File: src/rtl/rf_pkg.sv
// rf_pkg: shared sizes and constants for the 8x16 register file
package rf_pkg;
    localparam int DW = 16;
    localparam int AW = 3;
    localparam int NREG = 8;
    localparam logic [AW-1:0] ZERO_REG = 3'd0;
endpackage

File: src/rtl/rf_reg16.sv
// rf_reg16: 16-bit register with async active-low clear and load enable
// Ports: clk, rst (active-low async clear), en (load), d (next value), q (stored value)
module rf_reg16
    import rf_pkg::*;
(
    input  logic          clk,
    input  logic          rst,
    input  logic          en,
    input  logic [DW-1:0] d,
    output logic [DW-1:0] q
);
    always_ff @(posedge clk or negedge rst)
        if (!rst) q <= '0;
        else if (en) q <= d;
endmodule

File: src/rtl/reg_file_8x16.sv
// reg_file_8x16: 8x16 register file with write-through bypass, hardwired-zero R0 and pending-write scoreboard
// Ports: clk, rst (active-low async); ra1/ra2 -> rd1/rd2 combinational reads;
// we/wa/wd write port; iss_v/iss_rd mark a multi-cycle op outstanding;
// haz1/haz2 flag reads of outstanding registers; pend exposes the scoreboard
module reg_file_8x16
    import rf_pkg::*;
(
    input  logic            clk,
    input  logic            rst,
    input  logic [AW-1:0]   ra1,
    input  logic [AW-1:0]   ra2,
    output logic [DW-1:0]   rd1,
    output logic [DW-1:0]   rd2,
    input  logic            we,
    input  logic [AW-1:0]   wa,
    input  logic [DW-1:0]   wd,
    input  logic            iss_v,
    input  logic [AW-1:0]   iss_rd,
    output logic            haz1,
    output logic            haz2,
    output logic [NREG-1:0] pend
);
    logic [NREG-1:0][DW-1:0] regs;
    logic [NREG-1:0]         set_v, clr_v;
    logic                    wr, byp1, byp2;

    assign regs[0] = '0;
    for (genvar k = 1; k < NREG; k++) begin : g_reg
        rf_reg16 u_reg (
            .clk (clk),
            .rst (rst),
            .en  (we && wa == AW'(k)),
            .d   (wd),
            .q   (regs[k])
        );
    end

    assign wr   = we && wa != ZERO_REG;
    assign byp1 = wr && wa == ra1;
    assign byp2 = wr && wa == ra2;
    // outputs are forced quiet while reset is held, even if a write is being driven
    assign rd1  = !rst ? '0 : byp1 ? wd : regs[ra1];
    assign rd2  = !rst ? '0 : byp2 ? wd : regs[ra2];
    assign haz1 = rst && pend[ra1] && !byp1;
    assign haz2 = rst && pend[ra2] && !byp2;

    assign set_v = (iss_v && iss_rd != ZERO_REG) ? NREG'(1) << iss_rd : '0;
    assign clr_v = wr ? NREG'(1) << wa : '0;

    // clear is applied first so a same-register issue keeps the bit set
    always_ff @(posedge clk or negedge rst)
        if (!rst) pend <= '0;
        else pend <= (pend & ~clr_v) | set_v;
endmodule

File: config.mk
export PLATFORM = sky130hd
export DESIGN_NAME = reg_file_8x16
export DESIGN_NICKNAME = d
export VERILOG_FILES = /design/src/rtl/rf_pkg.sv /design/src/rtl/rf_reg16.sv /design/src/rtl/reg_file_8x16.sv
export SDC_FILE = /design/constraint.sdc
export NUM_CORES = 1
export LEC_CHECK = 0
export CAP_MARGIN = 20
export CELL_PAD_IN_SITES_DETAIL_PLACEMENT = 0
export CELL_PAD_IN_SITES_GLOBAL_PLACEMENT = 1
export CORE_ASPECT_RATIO = 2
export CORE_MARGIN = 1
export CORE_UTILIZATION = 30
export DETAILED_ROUTE_END_ITERATION = 10
export HOLD_SLACK_MARGIN = 0.06
export PLACE_DENSITY_LB_ADDON = 0.1
export SETUP_SLACK_MARGIN = 0.02
export SLEW_MARGIN = 0
export SYNTH_ARGS = -nofsm -noshare
export SYNTH_HDL_FRONTEND = slang
export SYNTH_SLANG_ARGS = --single-unit
File: constraint.sdc
create_clock -name clk -period 2.2 [get_ports clk]
set_clock_uncertainty 0.2 [all_clocks]
set_input_delay 0.22 -clock clk [delete_from_list [all_inputs] [get_ports clk]]
set_output_delay 0.22 -clock clk [all_outputs]
set_load 0.01 [all_outputs]
# [Word-level counts from Yosys, hierarchy flattened]
# Cells that the tools add are included.
[classes] reduce_logical=19 n_lt_le_gt_ge=2 shifts=2 n_mux=14 n_eq_ne=9 n_bitwise=3
[ops] operator="16-bit binary-select mux with 3-bit select" n=2
[ops] operator="16-bit two-way mux" n=6
[ops] operator="8-bit two-way mux" n=2
[ops] operator="1-bit by 3-bit left shift with 8-bit output (first input constant)" n=2
[ops] operator="1-bit logical AND" n=15
[ops] operator="3-bit == test (second input constant)" n=4
[ops] operator="8-bit AND" n=1
[ops] operator="3-bit by 4-bit < comparator with 1-bit output (second input constant)" n=2
[ops] operator="8-bit NOT" n=1
[ops] operator="8-bit bitwise OR" n=1
[ops] operator="1-bit binary-select mux with 3-bit select" n=2
[ops] operator="3-bit by 2-bit == test with 1-bit output (second input constant)" n=2
[ops] operator="3-bit == test" n=2
[ops] operator="3-bit nonzero test" n=2
[ops] operator="3-bit by 1-bit == test with 1-bit output (second input constant)" n=1
[ops] operator="1-bit logical NOT" n=2
[ops] operator="1-bit two-way mux" n=2
[word_totals] word_cells=57 in_bits=32 out_inout_bits=42 reg_bits=120

# [Logic depth before layout (Yosys ltp)]
# Gate-level depths: netlist of run 1.
[depth] depth_word=6 depth_mapped=7 depth_no_buf=4

# [By module]
# A second synthesis of run 1 with hierarchy kept.
[hier_totals] hier_cells=589 area_unflattened_um2=7604.8
[by_module_without_submodules] mod="rf_reg16" cells_each=34 instances=7 area_each_um2=649.4
[by_module_without_submodules] mod="reg_file_8x16" cells_each=351 instances=1 area_each_um2=3059.2

# [Least setup slack after synthesis of run 1]
# OpenSTA, ideal clock, no wires.
[synth_path] path_kind="in2out" from="input port wa[1]" to="output port rd1[10]" arrival_ps=1674 required_ps=1780 setup_slack_ps=106 path_stages=6 n_path_buf=2 path_cell_list="or3b_1 a211o_1 buf_6 a21o_4 buf_6 a211oi_1"
[synth_via] elab_chain_cells=5 word_cells_on_any_way=6
[synth_lines] element="from (decl)" line_no="reg_file_8x16.sv:15" text="input logic [AW-1:0] wa,"
[synth_lines] element="3-bit nonzero test" line_no="reg_file_8x16.sv:38" text="assign wr = we && wa != ZERO_REG;"
[synth_lines] element="1-bit logical AND" line_no="reg_file_8x16.sv:38"
[synth_lines] element="1-bit logical AND *" line_no="reg_file_8x16.sv:39" text="assign byp1 = wr && wa == ra1;"
[synth_lines] element="16-bit two-way mux * (2 in a row)" line_no="reg_file_8x16.sv:42" text="assign rd1 = !rst ? '0 : byp1 ? wd : regs[ra1];"
[synth_lines] element="to (decl)" line_no="reg_file_8x16.sv:12" text="output logic [DW-1:0] rd1,"
# Mark *: on every way between the ends. The rest lies on a longest branch, timed or not.

# [Worst setup path after layout of run 1]
[layout_path] from="register pend[2]" to="output port haz1"
[layout_via] elab_chain_cells=4
[layout_lines] element="from (decl)" line_no="reg_file_8x16.sv:21" text="output logic [NREG-1:0] pend"
[layout_lines] element="from (signal assigned)" line_no="reg_file_8x16.sv:53" text="else pend <= (pend & ~clr_v) | set_v;"
[layout_lines] element="1-bit binary-select mux with 3-bit select" line_no="reg_file_8x16.sv:44" text="assign haz1 = rst && pend[ra1] && !byp1;"
[layout_lines] element="1-bit two-way mux (implied by the code)" line_no="reg_file_8x16.sv:44"
[layout_lines] element="1-bit logical AND (2 in a row)" line_no="reg_file_8x16.sv:44"
[layout_lines] element="to (decl)" line_no="reg_file_8x16.sv:19" text="output logic haz1,"
# Every way passes these cells. The select of a mux whose other input is x is not followed.

==> key figures, run 1 <==
STA
  • Final hold vios: 0
  • Final worst path period need: 2330 ps
  • Headroom to the max-slew limit: 55.6%
  • Max Slew Vio Count: 0
  • Fin worst setup slack: -133 ps
  • RSZ-0062 raised after global routing: yes
  • Fin crit share: 106%
  • Final setup viols: 34
  • Fmax: 0.429 GHz
  • Worst slew pin tran: 666 ps
  • TNS Setup: -1950 ps
  • Hold WS: 122 ps

Power
  • Static Leak: 4.40 nW
  • Power Density: 774 nW/um^2
  • Total power: 8.03 mW
  • Max VDD drop: 0.000403 V

Clock network
  • Total clock sinks: 120
  • Clock buffer depth: 2
  • CTS Buf Count: 17
  • H-tree depth: 4
  • Root buf cell: clkbuf_16
  • CTS clock-pin slew for the worst setup and hold paths: around 60 ps
  • Worst-Skew Late Latency: 420 ps
  • CTS tree: done

Logic synthesis
  • Post-synth EDFFs: 0
  • Area leader, netlist: dfrtp_1
  • Largest cells by area after synthesis: dfrtp_1, mux2_1, a211oi_1
  • Post-synth top area share: a little over two fifths
  • Count leader, synth: mux2_1
  • Top post-synthesis cells by count: mux2_1, dfrtp_1, a211oi_1
  • Syn Inst Count: 555
  • Avg Inst Size Synth: between 10 and 15 um^2
  • Synth warn: 0
  • Count of different cell masters after synthesis: 34
  • Synth Net Count: 587
  • Seq cells post-synth: 120
  • Top_reg_cell synth: dfrtp_1
  • Post-Syn Area: a little over 7000 um^2
  • Seq/Total Area, Yosys: between 40% and 50%
  • Post-synth ARST share: 100%

Place
  • Post-DP Area: approximately 9100 um^2
  • Port Buf Inserts: 73
  • Placed cells: 990
  • GP Congestion: 0.782
  • Detailed placer's ending HPWL: 19.4 mm
  • Place WS: -1000 ps

Worst setup path
  • WP data arrival: about 1900 ps
  • R2R setup slack: 1050 ps
  • Critical path peak fanout: 3
  • Max incr delay on CP: between 400 and 500 ps
  • Delay-heaviest family, CP: multiplexers
  • Worst setup EP type: primary output
  • CP Buf/Inv Count: 1
  • Crit path max-delay cell type: mux4_2
  • CP Class: reg -> out
  • Worst setup SP type: flip-flop
  • Critical path cell sequence: mux4_2, mux2_4, and3_4, buf_6
  • Worst EP required: about 1800 ps

Floorplanning
  • Die height: ~220 um
  • Die width: 110 um
  • Placement Rows: 79
  • Die area: ~24,000 um^2
  • Initial cell density of the core: 30.4%
  • Core area: between 20,000 and 25,000 um^2
  • I/O pin total: 74

Routing
  • Routed length per instance: 26.2 um
  • DRT iter0 DRCs: approximately 240
  • WL met3: 863 um
  • M1 wire length: around 9.8 mm
  • Total number of vias: 5,819
  • Drt drc: 2
  • DR top layer: met4
  • Met2 wire length: 15.2 mm
  • Routed Antenna Nets: 0
  • Via density: 5.58
  • DRT Pass-1 Iters: 7
  • Total length of routed wires: 27.3 mm

Hold path
  • Hold crit path type: in -> async

Run
  • Max-Cap Viols: 0

Final layout
  • N_diodes: 0
  • Layout Nets: 778
  • Finished Core Util: between 40 and 50%
  • Area Growth Syn to Fin: 47.0%
  • Final instance area: 10,400 um^2
  • Final Non-Filler Cells: 1,042
  • Share of cells above drive strength 1: 48.1%

Global route
  • Gr ovfl total: 0
  • Antenna violations before repair: 0
  • Total track usage: 23.6%
  • Largest net degree at the start of global routing: 51
  • Vias in the first global route: 6,565
  • First-pass GRT wire length: 41.6 mm

Outcome
  • Run status: finished, violations left
  • Failing checks: design-rule violations, negative setup slack
sequential cells by signal (all words and copies together) (netlist names):
register / flops
pend: 8
g.u_reg.q: 112
tightest hold or removal path: stages:
cell and delay, ps:
dlygate4sd3_1 520, buf_4 120, buf_4 250
cells by family (layout without fill, tap and decap cells):
family | Yosys count | in the layout | share of synthesized area [%]
buffers and inverters | 61 | 264 | 4.31
muxes | 198 | 198 | 34.2
DFF | 120 | 120 | 42.5
AOI/OAI and AO/OA | 139 | 140 | 15.7
xor gates and xnor gates | 4 | 4 | 0.496
and+or+nand+nor | 33 | 33 | 2.76
per-layer routing:
metal  vias to the layer above  GRT usage [%]
met5                         -              0
met2                       162           45.2
met3                        58           3.67
met4                         0           12.9
met1                      3019           24.1
li1                       2580              -
where the power goes:
group	internal, mW	switching [mW]
registers	2.69	0.374
clock network	1.52	1.00
logic	1.35	1.10
total	5.56	2.47
worst paths after layout:
path                                                      start                              end  depth (start not counted)
worst max-delay path                          pend[2]$_DFF_PN0_                             haz1                          4
worst min register to register  g_reg[2].u_reg.q[5]$_DFFE_PN0P_  g_reg[2].u_reg.q[5]$_DFFE_PN0P_                          1
min in group clk                                      iss_rd[0]                pend[2]$_DFF_PN0_                          2
worst max register to register  g_reg[5].u_reg.q[2]$_DFFE_PN0P_  g_reg[5].u_reg.q[2]$_DFFE_PN0P_                          2
worst min-delay path                                        rst  g_reg[4].u_reg.q[3]$_DFFE_PN0P_                          3
max in group asynchronous                                   rst  g_reg[1].u_reg.q[6]$_DFFE_PN0P_                          4
layout make-up:
cell class / instances / area [um^2]
fill: 2178 / 12800
multi-input combinational: 375 / 4430
inverter: 5 / 18.8
timing repair buffer: 227 / 2050
sequential: 120 / 3000
clock buffer: 24 / 482
clock inverter: 8 / 47.5
tap: 283 / 354
layout by cell type (no fill, tap or decap), drive strengths merged, types with 2 or more instances in the layout:
master / Yosys / layout
buf: 30 / 195
inv: 5 / 5
o22ai: 2 / 2
clkdlybuf4s15: 0 / 2
xnor2: 4 / 4
a221oi: 16 / 16
nor4bb: 2 / 2
or3b: 2 / 2
a211o: 2 / 2
nand2: 13 / 13
nand4b: 3 / 3
dfrtp: 120 / 120
clkdlybuf4s50: 0 / 29
clkinvlp: 0 / 3
o21ai: 18 / 18
a211oi: 64 / 64
a221o: 30 / 30
o21a: 2 / 2
nand3: 2 / 2
a22oi: 2 / 2
mux2: 146 / 146
clkbuf: 26 / 24
clkinv: 0 / 5
nor2b: 3 / 3
and3: 2 / 2
nand2b: 3 / 3
a21o: 2 / 3
mux2i: 32 / 32
mux4: 20 / 20
what timing repair did:
action | CTS | global route
gates cloned | 1 | 0
endpoints found under the setup margin | 34 | 34
pin swaps | 26 | 25
hold buffers | 1 | 0
setup buffers | 22 | 3
resized for setup | 301 | 32
hold endpoints to repair | 70 | 0
(Power assumes the default switching activity.)
==> run 2, diff against run 1 <==
--- a/config.mk
+++ b/config.mk
@@ -8,7 +8,6 @@
 export CAP_MARGIN = 20
 export CELL_PAD_IN_SITES_DETAIL_PLACEMENT = 0
 export CELL_PAD_IN_SITES_GLOBAL_PLACEMENT = 1
-export CORE_ASPECT_RATIO = 2
 export CORE_MARGIN = 1
 export CORE_UTILIZATION = 30
 export DETAILED_ROUTE_END_ITERATION = 10
==> constraint.sdc (replaced) <==
create_clock -name clk -period 2.15 [get_ports clk]
set_clock_uncertainty 0.2 [all_clocks]
set_input_delay 0.215 -clock clk [delete_from_list [all_inputs] [get_ports clk]]
set_output_delay 0.215 -clock clk [all_outputs]
set_load 0.01 [all_outputs]
==> run 2 against run 1 <==
The run ends with negative setup slack left. First-iteration DRC count rose by 27%. Core utilization rose by 2.0 points. Cell count rose by 3.6%. Global-route usage fell by 0.96 points. Routed wire length fell by 4.8%. Die area fell by 0.15%. Largest cell class unchanged.
==> key figures, run 2 (same netlist as run 1, synthesis figures left out) <==
Outcome
  • Run status: finished, violations left
  • Failing checks: negative setup slack

Final layout
  • Largest Register: g.u_reg.q
  • Share of cells above drive strength 1: 49.2%
  • Most frequent cells in the layout: mux2_1, buf_4, dfrtp_1
  • Largest regs: g.u_reg.q: 112 flops, pend: 8 flops
  • Final Non-Filler Cells: 1,080
  • Max reg flops: 112
  • N_diodes: 0
  • Layout Nets: ~790
  • Fillers: ~2,100
  • Area Growth Syn to Fin: 51.0%

Worst setup path
  • Critical path peak fanout: 2
  • Worst EP required: about 1700 ps
  • Worst setup EP type: primary output
  • WP data arrival: 1950 ps
  • Worst setup SP type: flip-flop
  • CP Class: reg -> out

Global route
  • First-pass GRT wire length: 40.3 mm
  • Total track usage: 22.6%
  • Antenna violations before repair: 0
  • Gr ovfl total: 0
  • Largest net degree at the start of global routing: 55
  • Vias in the first global route: 6,384

Routing
  • Routed length per instance: between 20 and 25 um
  • DRT iter0 DRCs: 310
  • Total number of vias: 5,817
  • DRT Pass-1 Iters: 4
  • Routed Antenna Nets: 0
  • Total length of routed wires: approximately 26 mm
  • Via density: approximately 5.4
  • Drt drc: 0

Floorplanning
  • Die height: 155 um
  • Core area: 22,800 um^2
  • Placement Rows: 55
  • Die width: about 160 um
  • Die area: 24,200 um^2
  • I/O pin total: 74
  • Initial cell density of the core: 30.9%

Place
  • GP Congestion: 0.812
  • Port Buf Inserts: 73
  • Placed cells: 1,027
  • Detailed placer's ending HPWL: 18.2 mm

STA
  • TNS Setup: -2870 ps
  • Fmax: about 0.42 GHz
  • Final hold vios: 0
  • Max Slew Vio Count: 0
  • Final setup viols: 33
  • Fin worst setup slack: -219 ps
  • RSZ-0062 raised after global routing: yes
  • Fin crit share: 110%
  • Worst slew pin tran: 745 ps
  • Headroom to the max-slew limit: between 50% and 60%
  • Final worst path period need: 2370 ps

Power
  • Static Leak: 4.50 nW
  • Max VDD drop: about 0.00045 V
  • Power Density: 799 nW/um^2

Clock network
  • Total clock sinks: 120
  • H-tree depth: 4
  • Root buf cell: clkbuf_16
  • CTS clock-pin slew for the worst setup and hold paths: about 60 ps
  • Clock buffer depth: 2
  • CTS Buf Count: 17
  • CTS tree: done
  • Worst-Skew Late Latency: approximately 410 ps

Run
  • Max-Cap Viols: 0

Hold path
  • Hold crit path type: in -> reg
==> run 2: path summary, 6_finish.rpt <==
kind,from,endpoint,slack (ps),cells after the start
max in group asynchronous,rst,g_reg[4].u_reg.q[3]$_DFFE_PN0P_,260,4
worst max register to register,pend[7]$_DFF_PN0_,pend[7]$_DFF_PN0_,960,5
worst min-delay path,iss_rd[1],pend[6]$_DFF_PN0_,250,3
min in group asynchronous,rst,pend[3]$_DFF_PN0_,290,3
worst min register to register,g_reg[1].u_reg.q[1]$_DFFE_PN0P_,g_reg[1].u_reg.q[1]$_DFFE_PN0P_,310,1
worst max-delay path,pend[7]$_DFF_PN0_,haz1,-220,5
==> run 2: layout make-up <==
cell class                      count  area (um^2)  share of cell area (%)
Clock buffer                       19          453                    4.25
Clock inverter                     13          146                    1.37
Inverter                            5         18.8                   0.176
Multi-Input combinational cell    374         4470                    41.9
Sequential cell                   120         3000                    28.2
Tap cell                          313          392                    3.67
Timing Repair Buffer              236         2180                    20.4
==> run 2: what timing repair did <==
item / in CTS / in global routing
hold buffers: 1 / 0
setup buffers: 16 / 5
resized for setup: 305 / 34
hold endpoints to repair: 78 / 0
setup endpoints to repair: 34 / 34
gates cloned: 1 / 1
pin swaps: 44 / 29
==> run 2: layer usage <==
metal / share of wire [%] / GRT usage [%] / vias to the layer above
met5: 0 / 0 / -
met4: 1.2 / 6.72 / 0
met3: 2.6 / 3.04 / 21
met2: 50 / 37.7 / 108
met1: 46 / 30.6 / 3091
li1: - / - / 2597
==> run 2: stage by stage <==
stage                     hold slack [ps]  total power, mW  util [%]  instance area [um^2]  setup WS [ps]
after floorplan                      -281             4.17         -                  7060           66.1
after global placement               91.7             5.22      40.4                  9220          -1010
after detailed placement              108             5.29      40.4                  9220          -1010
after CTS                             241             8.46      45.7                 10400           -234
after global routing                  274             8.93      46.7                 10700           -272
final                                 252             8.51      46.7                 10700           -219
==> run 2: report_power, final <==
| group | leakage [nW] | switching, mW | internal [mW] |
|---|---|---|---|
| combinational | 2.79 | 1.08 | 1.40 |
| clock | 0.278 | 1.12 | 1.77 |
| sequential | 1.44 | 0.382 | 2.75 |
| total | 4.50 | 2.59 | 5.93 |
==> run 2: critical path, stage by stage, from the launching register on <==
cell and delay [ps]:
dfrtp_1 390, buf_6 120, mux4_2 470, mux2_4 270
and3_4 180, buf_6 110
